$ cat src/rtl/gray_arb_ctrl_pkg.sv
// Shared definitions for the round-robin Gray conversion controller.
// Holds the FSM encoding, the default sizes and a constant clog2 helper.
package gray_arb_ctrl_pkg;

  typedef enum logic {
    ST_IDLE = 1'b0,
    ST_CONV = 1'b1
  } state_t;

  localparam int DEF_WIDTH = 4;
  localparam int DEF_NREQ  = 4;

  function automatic int clog2(input int n);
    int r;
    r = 0;
    while ((1 << r) < n) r++;
    return r;
  endfunction

endpackage

$ cat src/rtl/gray_arb_ctrl_gray_conv.sv
// Purely combinational WIDTH-bit binary-to-Gray converter.
// The MSB passes through unchanged because it is XORed with a shifted-in zero.
module gray_conv_n #(
  parameter int WIDTH = 4
) (
  input  logic [WIDTH-1:0] bin,
  output logic [WIDTH-1:0] gray
);

  assign gray = bin ^ (bin >> 1);

endmodule

$ cat src/rtl/gray_arb_ctrl.sv
// Round-robin arbiter that shares one Gray converter among NREQ requesters.
// A grant latches the operand in IDLE; CONV registers the result and pulses ack/valid.
module gray_arb_ctrl
  import gray_arb_ctrl_pkg::*;
#(
  parameter int WIDTH = DEF_WIDTH,
  parameter int NREQ  = DEF_NREQ,
  parameter int IDW   = clog2(NREQ)
) (
  input  logic                  clk,
  input  logic                  rst,
  input  logic [NREQ-1:0]       req,
  input  logic [NREQ*WIDTH-1:0] bin_in,
  output logic [NREQ-1:0]       ack,
  output logic [WIDTH-1:0]      gray_out,
  output logic [IDW-1:0]        src_id,
  output logic                  valid,
  output logic                  busy,
  output logic [15:0]           conv_cnt
);

  state_t           state_q, state_d;
  logic [WIDTH-1:0] op_q, op_d;
  logic [IDW-1:0]   id_q, id_d;
  logic [IDW-1:0]   last_q, last_d;
  logic [NREQ-1:0]  ack_q, ack_d;
  logic             valid_q, valid_d;
  logic [WIDTH-1:0] gray_q, gray_d;
  logic [IDW-1:0]   src_q, src_d;
  logic [15:0]      cnt_q, cnt_d;

  logic [NREQ-1:0]  elig;
  logic             grant_found;
  logic [IDW-1:0]   grant_idx;
  logic [IDW-1:0]   cand;
  int               cand_i;
  logic [WIDTH-1:0] op_sel;
  logic [WIDTH-1:0] conv_gray;

  gray_conv_n #(.WIDTH(WIDTH)) u_conv (
    .bin  (op_q),
    .gray (conv_gray)
  );

  // The requester acknowledged last cycle is masked so it cannot be re-granted
  // on the strength of a req it has not yet had a chance to drop.
  always_comb begin
    elig        = req & ~ack_q;
    grant_found = 1'b0;
    grant_idx   = '0;
    cand_i      = 0;
    cand        = '0;
    for (int i = 1; i <= NREQ; i++) begin
      cand_i = int'(last_q) + i;
      if (cand_i >= NREQ) cand_i = cand_i - NREQ;
      cand = IDW'(cand_i);
      if (!grant_found && elig[cand]) begin
        grant_found = 1'b1;
        grant_idx   = cand;
      end
    end
    op_sel = bin_in[grant_idx*WIDTH +: WIDTH];
  end

  always_comb begin
    state_d = state_q;
    op_d    = op_q;
    id_d    = id_q;
    last_d  = last_q;
    ack_d   = '0;
    valid_d = 1'b0;
    gray_d  = gray_q;
    src_d   = src_q;
    cnt_d   = cnt_q;
    case (state_q)
      ST_IDLE: begin
        if (grant_found) begin
          op_d    = op_sel;
          id_d    = grant_idx;
          last_d  = grant_idx;
          state_d = ST_CONV;
        end
      end
      ST_CONV: begin
        gray_d  = conv_gray;
        src_d   = id_q;
        valid_d = 1'b1;
        ack_d   = NREQ'(1) << id_q;
        cnt_d   = cnt_q + 16'd1;
        state_d = ST_IDLE;
      end
      default: state_d = ST_IDLE;
    endcase
  end

  always_ff @(posedge clk) begin
    if (rst) begin
      state_q <= ST_IDLE;
      op_q    <= '0;
      id_q    <= '0;
      last_q  <= IDW'(NREQ - 1);
      ack_q   <= '0;
      valid_q <= 1'b0;
      gray_q  <= '0;
      src_q   <= '0;
      cnt_q   <= '0;
    end else begin
      state_q <= state_d;
      op_q    <= op_d;
      id_q    <= id_d;
      last_q  <= last_d;
      ack_q   <= ack_d;
      valid_q <= valid_d;
      gray_q  <= gray_d;
      src_q   <= src_d;
      cnt_q   <= cnt_d;
    end
  end

  assign ack      = ack_q;
  assign valid    = valid_q;
  assign gray_out = gray_q;
  assign src_id   = src_q;
  assign conv_cnt = cnt_q;
  assign busy     = (state_q == ST_CONV);

endmodule

$ cat config.mk
export PLATFORM = sky130hd
export DESIGN_NAME = gray_arb_ctrl
export DESIGN_NICKNAME = d
export VERILOG_FILES = /design/src/rtl/gray_arb_ctrl_pkg.sv /design/src/rtl/gray_arb_ctrl_gray_conv.sv /design/src/rtl/gray_arb_ctrl.sv
export SDC_FILE = /design/constraint.sdc
export NUM_CORES = 1
export LEC_CHECK = 0
export BUFFER_PORTS_ARGS = -buffer_cell sky130_fd_sc_hd__buf_2
export CAP_MARGIN = 20
export CORE_ASPECT_RATIO = 2
export CORE_UTILIZATION = 25
export DETAILED_ROUTE_END_ITERATION = 6
export HOLD_SLACK_MARGIN = 0.06
export MAX_ROUTING_LAYER = met4
export SLEW_MARGIN = 15
export SYNTH_ARGS = -nofsm -noshare
export SYNTH_HDL_FRONTEND = slang
export SYNTH_SLANG_ARGS = --single-unit
$ cat constraint.sdc
create_clock -name clk -period 1.4 [get_ports clk]
set_input_delay 0.21 -clock clk [delete_from_list [all_inputs] [get_ports clk]]
set_output_delay 0.21 -clock clk [all_outputs]
set_load 0.1 [all_outputs]
Word level (Yosys, flattened, before mapping) --
Index checks and enable logic that the tools add are counted.
Cells by class: add/sub/neg operators 9, magnitude comparators 8, shift operators 2, muxes and demuxes 23, bitwise gates (word level) 4, reduce and logical (&&, ||, !) cells 8
Operators by type and width (count):
- $add A16 B1 Y16 const B | 1
- $mux W2 | 8
- $shiftx A16 B5 Y4 | 1
- $lt A2 B3 Y1 const B | 4
- $mux W1 | 10
- $ge A3 B3 Y1 const B | 3
- $bmux W1 S2 | 4
- $sub A2 B1 Y2 const B | 4
- $add A2 B2 Y3 const B | 2
- $add A2 B3 Y4 const B | 1
- $and A4 B4 Y4 | 1
- $ge A4 B3 Y1 const B | 1
- $not A4 Y4 | 1
- $shl A1 B2 Y4 const A | 1
- $xor A4 B3 Y4 | 1
- $add A2 B1 Y3 const B | 1
- $logic_and A1 B1 Y1 | 3
- $logic_not A1 Y1 | 3
- $pmux W1 S2 | 1
- $reduce_and A2 Y1 | 1
- $reduce_or A2 Y1 | 1
- $not A1 Y1 | 1
Storage, ports and cells: register bits 36, input port bits 22, output and inout bits 28

Depth between registers and ports, before layout --
Gate-level depths: netlist of run 1.
depth after elaboration 17, mapped depth 6

Cells and area by module --
A second synthesis of run 1 with hierarchy kept.
Unflattened totals: cell total of the unflattened synthesis 184, area, all modules 1656.6 µm²
By module, submodules not included:
- gray_arb_ctrl | times used 1, cells each 180, area an instance 1622.8 µm², sequential area each 720.7 µm²
- gray_conv_n | times used 1, cells each 4, area an instance 33.8 µm², sequential area each 0.0 µm²

Least setup slack after synthesis of run 1 --
Ideal clock, no wire load.
path kind register to register, start register state_q, in the netlist busy, end register cnt_q[15], in the netlist conv_cnt[15], setup time 0.128 ns, arrival time 2.081 ns, data required time 1.272 ns, slack -0.809 ns, stages on the path, launching flop included 7, path through dfxtp_1 buf_2 nand4_1 nor2_1 and4_1 xnor2_1 nor2_1
RTL lines:
- start: declaration | line gray_arb_ctrl.sv:22 | state_t state_q, state_d;
- start signal: assignment | line gray_arb_ctrl.sv:108 | state_q <= state_d;
- end signal: assignment | line gray_arb_ctrl.sv:116 | cnt_q <= cnt_d;
- end: declaration | line gray_arb_ctrl.sv:30 | logic [15:0] cnt_q, cnt_d;

Worst setup path after layout of run 1 --
start register ack_q[3], in the netlist ack[3], end register op_q[3]
Between the ends: cells in the longest elaborated chain, start to end 15
RTL lines:
- start: declaration | line gray_arb_ctrl.sv:26 | logic [NREQ-1:0] ack_q, ack_d;
- start signal: assignment | line gray_arb_ctrl.sv:112 | ack_q <= ack_d;
- $not A4 Y4 (*) | line gray_arb_ctrl.sv:48 | elig = req & ~ack_q;
- $and A4 B4 Y4 (*) | line gray_arb_ctrl.sv:48
- $bmux W1 S2 | line gray_arb_ctrl.sv:57 | if (!grant_found && elig[cand]) begin
- $mux W1 (implied by the code) | line gray_arb_ctrl.sv:57
- $mux W1 | line gray_arb_ctrl.sv:57
- $logic_not A1 Y1 | line gray_arb_ctrl.sv:57
- $logic_and A1 B1 Y1 | line gray_arb_ctrl.sv:57
- $mux W1 | line gray_arb_ctrl.sv:57
- $logic_not A1 Y1 | line gray_arb_ctrl.sv:57
- $logic_and A1 B1 Y1 | line gray_arb_ctrl.sv:57
- $mux W1 | line gray_arb_ctrl.sv:57
- $logic_not A1 Y1 | line gray_arb_ctrl.sv:57
- $logic_and A1 B1 Y1 | line gray_arb_ctrl.sv:57
- $mux W2 or $mux W1 (tied branches) | line gray_arb_ctrl.sv:57
- $shiftx A16 B5 Y4 or $reduce_and A2 Y1 (tied branches)
- end signal: assignment | line gray_arb_ctrl.sv:109 | op_q <= op_d;
- end: declaration | line gray_arb_ctrl.sv:23 | logic [WIDTH-1:0] op_q, op_d;
Mark *: on every way between the ends. The rest lies on a longest branch, timed or not. The select of a mux whose other input is x is not followed. A chain may end at the register's enable or synchronous reset.

==> results of run 1 <==
cells in the final DEF, fill, tap and decap left out, drive strengths merged, types with 2 or more instances in the layout:
cell,synthesis,final
mux2i,4,4
and2,1,2
nand3,8,8
nand2b,5,5
a22oi,2,2
nor3b,2,2
nand4,4,4
a211oi,7,7
buf,4,63
clkbuf,2,6
a21boi,4,4
o31ai,4,4
nor2b,2,2
dfxtp,36,36
nand2,15,15
o211ai,3,4
nor2,29,29
xnor2,7,7
a21oi,3,3
inv,7,7
o211a,4,4
and2b,2,2
o21ai,2,2
and4,2,2
and3,4,4
nor3,2,2
xor2,10,10
per-stage QoR:
stage | utilization (%) | cell area (sq um) | instances
3_3_place_gp | 34.5 | 2210 | 327
5_1_grt | 37.3 | 2390 | 336
3_5_place_dp | 34.5 | 2210 | 327
4_1_cts | 37.2 | 2390 | 336
2_1_floorplan | - | 1780 | 184
6_report | 37.3 | 2390 | 336
kinds of logic (layout without fill, tap and decap cells):
logic type / after synthesis / after routing
and+or+nand+nor: 78 / 79
DFF: 36 / 36
AOI/OAI and AO/OA: 35 / 36
xor gates and xnor gates: 17 / 17
buffers and inverters: 13 / 77
muxes: 4 / 4
adders and majority gates: 1 / 1
sequential cells by signal (all words and copies together), names as in the netlist:
name and count:
busy 1, last_q 2, gray_out 4, valid 1
id_q 2, conv_cnt 16, ack 4, src_id 2
op_q 4
cell type report:
type / count / area, sq um / area share, %
well taps: 86 / 108 / 4.50
clock buffers: 6 / 129 / 5.39
inverters: 7 / 26.3 / 1.10
repair buffers: 63 / 369 / 15.4
multi-input cells: 137 / 971 / 40.6
clock inverters: 1 / 5.00 / 0.209
flip-flops and latches: 36 / 785 / 32.8
routing by layer:
layer	global-route usage (%)	part of all wire [%]	wire length, microns
met5	-	0	0
met4	8.58	3.4	145
met3	2.53	3.2	133
met2	23.1	57	2410
met1	11.0	36	1510
worst max-delay path by stage:
stage                      startpoint                   end  slack, ps
5_1_grt             ack[3]$_SDFF_PP0_  op_q[3]$_SDFFE_PP0P_       -200
2_1_floorplan       ack[1]$_SDFF_PP0_  op_q[0]$_SDFFE_PP0P_       -270
3_5_place_dp   last_q[0]$_SDFFE_PP1P_  op_q[3]$_SDFFE_PP0P_       -150
6_report            ack[3]$_SDFF_PP0_  op_q[3]$_SDFFE_PP0P_       -100
3_3_place_gp   last_q[0]$_SDFFE_PP1P_  op_q[3]$_SDFFE_PP0P_       -110
4_1_cts             ack[3]$_SDFF_PP0_  op_q[3]$_SDFFE_PP0P_       -110
repair_timing:
item                       in CTS  in global routing
hold buffers                    0                  0
setup endpoints to repair       8                  7
gates resized for setup         8                  2
hold endpoints to repair        0                  0
pin swaps                       6                  0
gates cloned                    2                  0
power groups by stage:
stage               clock [W]  sequential (W)  combinational (W)
floorplan                   0         0.00136           0.000311
global placement            0         0.00115           0.000674
detailed placement          0         0.00115           0.000679
CTS                   0.00107         0.00113           0.000713
global route          0.00111         0.00114           0.000766
finish                0.00104         0.00113           0.000712
==> summary.txt, run 1 <==
Clocking
  – TritonCTS buffer count: 5
  – CTS Buffer Depth: 2
  – H-tree depth: 2
  – Skew-Pair Late Insertion Delay: 270 ps
  – Clock-pin slew on the worst setup and hold paths: 60 ps
  – TritonCTS clock tree: done
  – CTS sink count: 36
  – # Post-CTS Setup Buffers: 0
  – Root buffer cell: clkbuf_16

Worst setup path
  – RR Endpoint: op_q[3]$_SDFFE_PP0P_
  – CP max FO: 5
  – CP required: 1590 ps
  – Crit path kind: reg -> reg
  – Worst r2r src: ack[3]$_SDFF_PP0_
  – Worst setup SP type: register
  – CP arrival: around 1700 ps
  – CP bufs+invs: 0
  – FF-to-FF path depth: 5
  – Crit-path leading delay family: simple AND/OR/NAND/NOR gates
  – Critical path's slowest cell: or3b_4
  – WP depth: 5
  – Slowest stage delay, CP: 430 ps
  – Setup slack, reg-to-reg: -100 ps
  – Crit path capture type: register
  – Critical-path cell list: or3b_4 -> o211ai_4 -> and2_4 -> a211oi_1 -> o31ai_1

Drt
  – DR pass1 iterations: 4
  – Final wirelength: 4200 microns
  – Routed wire per std cell: 12.5 microns
  – Iter 0 DRT Violations: 64
  – Via Count: ~1500
  – DRC errors left: 0
  – Vias per Instance: between 4 and 5
  – Post-DRT Antenna Nets: 0

Synth
  – Post-synth top area share: between 40% and 50%
  – Synth area leader: dfxtp_1
  – Synthesized Nets: 207
  – Mux cell area share after synthesis: between 2 and 2.5%
  – Fraction of registers with async set/reset: 0%
  – Sequential area share after synthesis: a little over two fifths
  – Cell Area, Synth: roughly 1700 sq um
  – Dominant synthesized flop cell: dfxtp_1
  – Top-count cell post-synth: dfxtp_1
  – Yosys warns: 0
  – Compound-Gate Fraction of Synth Area: 18.4%
  – EDFF count, synth: 0
  – XOR/XNOR Fraction of Synth Area: under 10%
  – Synthesis-stage register bit count: 36
  – Library cells used by synthesis: 42
  – Largest family of logic cells by synthesized area: simple AND/OR/NAND/NOR gates
  – Most common library cells after synthesis: dfxtp_1, nor2_1, nand2_1
  – Synth Instances: 184
  – Synth Area in Adders: 0.746%
  – Synth Area per Inst: 9.11 sq um
  – Synth area leaders: dfxtp_1, nor2_1, xor2_1, xnor2_1, nand2_1
  – Simple-gate portion of the synthesized area: 23.2%

Placed design
  – Port Buffers: 49
  – DP HPWL: 3200 microns
  – DP Worst Slack: -152 ps
  – Gpl congestion: 0.769

Global routing
  – Initial antenna violation count: 0
  – Gr ovfl total: 0
  – Vias in the first global route: 1505
  – Global Route Usage Sum: 12.8%
  – First-pass GRT wire length: 6620 microns
  – Largest net degree at the start of global routing: 13

Floorplan
  – Initial Util: 26.1%
  – Chip Width: 59.9 microns
  – Die height: 118 microns
  – Core area: 6410 sq um
  – FP Rows: 41
  – IO Pins: 50
  – Die area: 7060 sq um

Final layout
  – Area Overhead vs Synth: 42.7%
  – Filler cells: 655
  – Share of cells above drive strength 1: a little over two fifths
  – Nets: 273
  – Diodes inserted: 0

STA
  – Final hold vios: 0
  – Fin Clk Skew: between 6 and 7 ps
  – Final min period: 1500 ps
  – # setup viols final: 4
  – Setup TNS: -371 ps
  – Maximum clock rate: 0.667 GHz
  – Final WS setup: -100 ps
  – Worst slew pin tran: slightly below 500 ps
  – Final Max Slew Viols: 0
  – Final hold slack: approximately 200 ps
  – Final period util: 107%
  – RSZ-0062 raised after global routing: yes
  – Max-slew headroom: 67.3%

Power
  – Cell Int Power: 0.00197 W
  – Overall power: 0.00288 W
  – Worst vdd ir: 542 uV
  – Sw Share: 31.5%
  – Static Leak: approximately 1.1 nW
  – Power share of the sequential group: 39.2%
  – Clock Power Share: 36.0%
  – P_sw: 0.000909 W
  – Combinational Power Share: 24.7%
  – Power Density: 1200 nW/um^2

Job
  – Max_cap viols: 0

Worst hold path
  – Hold Path Stages: 2
  – Worst Hold End: gray_out[3]$_SDFFE_PP0P_
  – Hold Startpoint: rst
  – Hold Crit Class: in -> reg

Outcome
  – Failing checks: negative setup slack
  – Status: finished, violations left
Power figures use the tool's default switching activity.
==> inputs of run 2 (changes only) <==
--- a/config.mk
+++ b/config.mk
@@ -12,6 +12,7 @@
 export DETAILED_ROUTE_END_ITERATION = 6
 export HOLD_SLACK_MARGIN = 0.06
 export MAX_ROUTING_LAYER = met4
+export PLACE_DENSITY = 0.5
 export SLEW_MARGIN = 15
 export SYNTH_ARGS = -nofsm -noshare
 export SYNTH_HDL_FRONTEND = slang
==> run 2 against run 1 <==
The run still ends with negative setup slack left. Flip-flop and latch count unchanged. Utilization increased by 0.98 points. Global-route usage increased by 0.65 points. Hold slack improved by 63 ps. Wire length increased by 5.7%. Cell count increased by 0.60%. Clock-buffer cell count decreased by 1. Non-clock buffer count unchanged. Critical endpoint is now op_q[2]$_SDFFE_PP0P_.
==> summary.txt, run 2 (synthesized netlist as in run 1, its figures left out) <==
Outcome
  – Status: finished, violations left
  – Failing checks: negative setup slack

Final layout
  – Commonest non-fill, non-tap cell in the layout: buf_2
  – Most frequent cells in the layout: buf_2, nor2_1, dfxtp_4, dfxtp_1, nand2_1
  – Filler cells: 676
  – Diodes inserted: 0
  – Multi-input gate area: approximately 1000 sq um
  – Nets: 274
  – Area Overhead vs Synth: 46.4%
  – Share of cells above drive strength 1: approximately 46%
  – Largest register FFs: 16
  – Non-Filler Instances: 338
  – Combined flip-flop and latch cell area: ~790 sq um
  – Final core utilization: around two fifths

STA
  – Final min period: 1560 ps
  – Final hold vios: 0
  – Max-slew headroom: between 60% and 70%
  – Worst slew pin tran: about 490 ps
  – Final period util: 112%
  – Final WS setup: -162 ps
  – Fin Clk Skew: 2.41 ps
  – RSZ-0062 raised after global routing: yes
  – Setup TNS: -581 ps
  – # setup viols final: 6
  – Final Max Slew Viols: 0
  – Maximum clock rate: 0.640 GHz

Clocking
  – Root buffer cell: clkbuf_16
  – TritonCTS clock tree: done
  – Skew-Pair Late Insertion Delay: 280 ps
  – Clock-pin slew on the worst setup and hold paths: 50 ps
  – # hold bufs at CTS: 0
  – TritonCTS buffer count: 5
  – CTS Buffer Depth: 2
  – CTS sink count: 36
  – H-tree depth: 2

Worst hold path
  – Hold Path Stages: 3
  – Hold Crit Class: in -> reg
  – Hold Startpoint: bin_in[15]
  – Worst Hold End: op_q[3]$_SDFFE_PP0P_

Job
  – Max_cap viols: 0

Worst setup path
  – CP required: 1590 ps
  – Worst r2r src: ack[3]$_SDFF_PP0_
  – CP max FO: 8
  – Crit path kind: reg -> reg
  – Worst setup SP type: register
  – Setup slack, reg-to-reg: -160 ps
  – CP arrival: roughly 1800 ps
  – FF-to-FF path depth: 5
  – Crit path capture type: register
  – CP startpoint: ack[3]$_SDFF_PP0_
  – RR Endpoint: op_q[2]$_SDFFE_PP0P_

Global routing
  – Gr ovfl total: 0
  – Global Route Usage Sum: a little over an eighth
  – Largest net degree at the start of global routing: 19
  – Initial antenna violation count: 0
  – First-pass GRT wire length: 6850 microns
  – Vias in the first global route: 1502

Drt
  – DRC errors left: 0
  – Vias per Instance: 4.62
  – DR pass1 iterations: 4
  – Routed wire per std cell: 13.1 microns
  – Final wirelength: approximately 4400 microns
  – Post-DRT Antenna Nets: 0
  – Iter 0 DRT Violations: 28
  – Via Count: 1560

Placed design
  – DP HPWL: 3190 microns
  – DP Worst Slack: -136 ps
  – Port Buffers: 49
  – Cells after DPL: 326
  – Gpl congestion: 0.759

Floorplan
  – Die area: 7060 sq um
  – IO Pins: 50
  – Core area: 6410 sq um
  – Chip Width: 59.9 microns
  – Initial Util: 26.1%
  – Die height: 118 microns
  – FP Rows: 41

Power
  – Static Leak: 1.11 nW
  – Power Density: 1200 nW/um^2
  – Worst vdd ir: about 430 uV
run 2: cell types whose count changed in the layout (fill, tap and decap cells not counted), moves of 2 or more:
cell      before  now
a211oi_1       7    4
a211oi_2       0    3
a22oi_2        0    2
o31ai_1        4    2
o31ai_2        0    2
run 2: layout make-up:
type                    instances  share of cell area (%)
clock buffers                   5                    5.10
inverters                       7                    1.07
flip-flops and latches         36                    32.0
multi-input cells             138                    41.5
well taps                      86                    4.38
repair buffers                 63                    15.4
clock inverters                 3                   0.561
run 2: worst max-delay path by stage:
stage                        endpoint  slack [ps]  cells past startpoint
2_1_floorplan    op_q[0]$_SDFFE_PP0P_        -270                      6
3_3_place_gp   last_q[0]$_SDFFE_PP1P_        -130                      6
3_5_place_dp     op_q[0]$_SDFFE_PP0P_        -140                      5
4_1_cts          op_q[0]$_SDFFE_PP0P_        -120                      5
5_1_grt          op_q[2]$_SDFFE_PP0P_        -210                      5
6_report         op_q[2]$_SDFFE_PP0P_        -160                      5
run 2: repair_timing:
action | CTS | global route
gates cloned | 2 | 1
endpoints found under the setup margin | 8 | 8
gates resized for setup | 8 | 10
pin swaps | 10 | 7
setup buffers | 0 | 1
run 2: per-layer routing:
metal | track usage, % | vias up | part of all wire (%)
met4 | 9.16 | 0 | 5.8
met1 | 12.1 | 699 | 34
li1 | - | 793 | -
met2 | 23.6 | 49 | 56
met5 | - | - | 0
met3 | 2.64 | 19 | 4.0
run 2: worst max-delay path: stages (launching register included):
cell       delay [ps]
dfxtp_4           340
or3b_4            440
o211ai_1          180
a2bb2oi_4         150
o211a_1           150
o31ai_2           210
run 2: through the flow:
| step | hold WS (ps) | instance area (sq um) | power, W |
|---|---|---|---|
| 2_1_floorplan | 443 | 1780 | 0.00167 |
| 3_3_place_gp | 460 | 2210 | 0.00183 |
| 3_5_place_dp | 465 | 2210 | 0.00184 |
| 4_1_cts | 293 | 2400 | 0.00295 |
| 5_1_grt | 296 | 2450 | 0.00309 |
| 6_report | 268 | 2450 | 0.00294 |
run 2: where the power goes:
| part | leakage [nW] | total, W | switching (W) | internal (W) |
|---|---|---|---|---|
| Combinational | 0.731 | 0.000764 | 0.000488 | 0.000277 |
| Clock | 0.0710 | 0.00105 | 0.000403 | 0.000645 |
| Sequential | 0.307 | 0.00113 | 0.0000585 | 0.00107 |
| Total | 1.11 | 0.00294 | 0.000949 | 0.00199 |
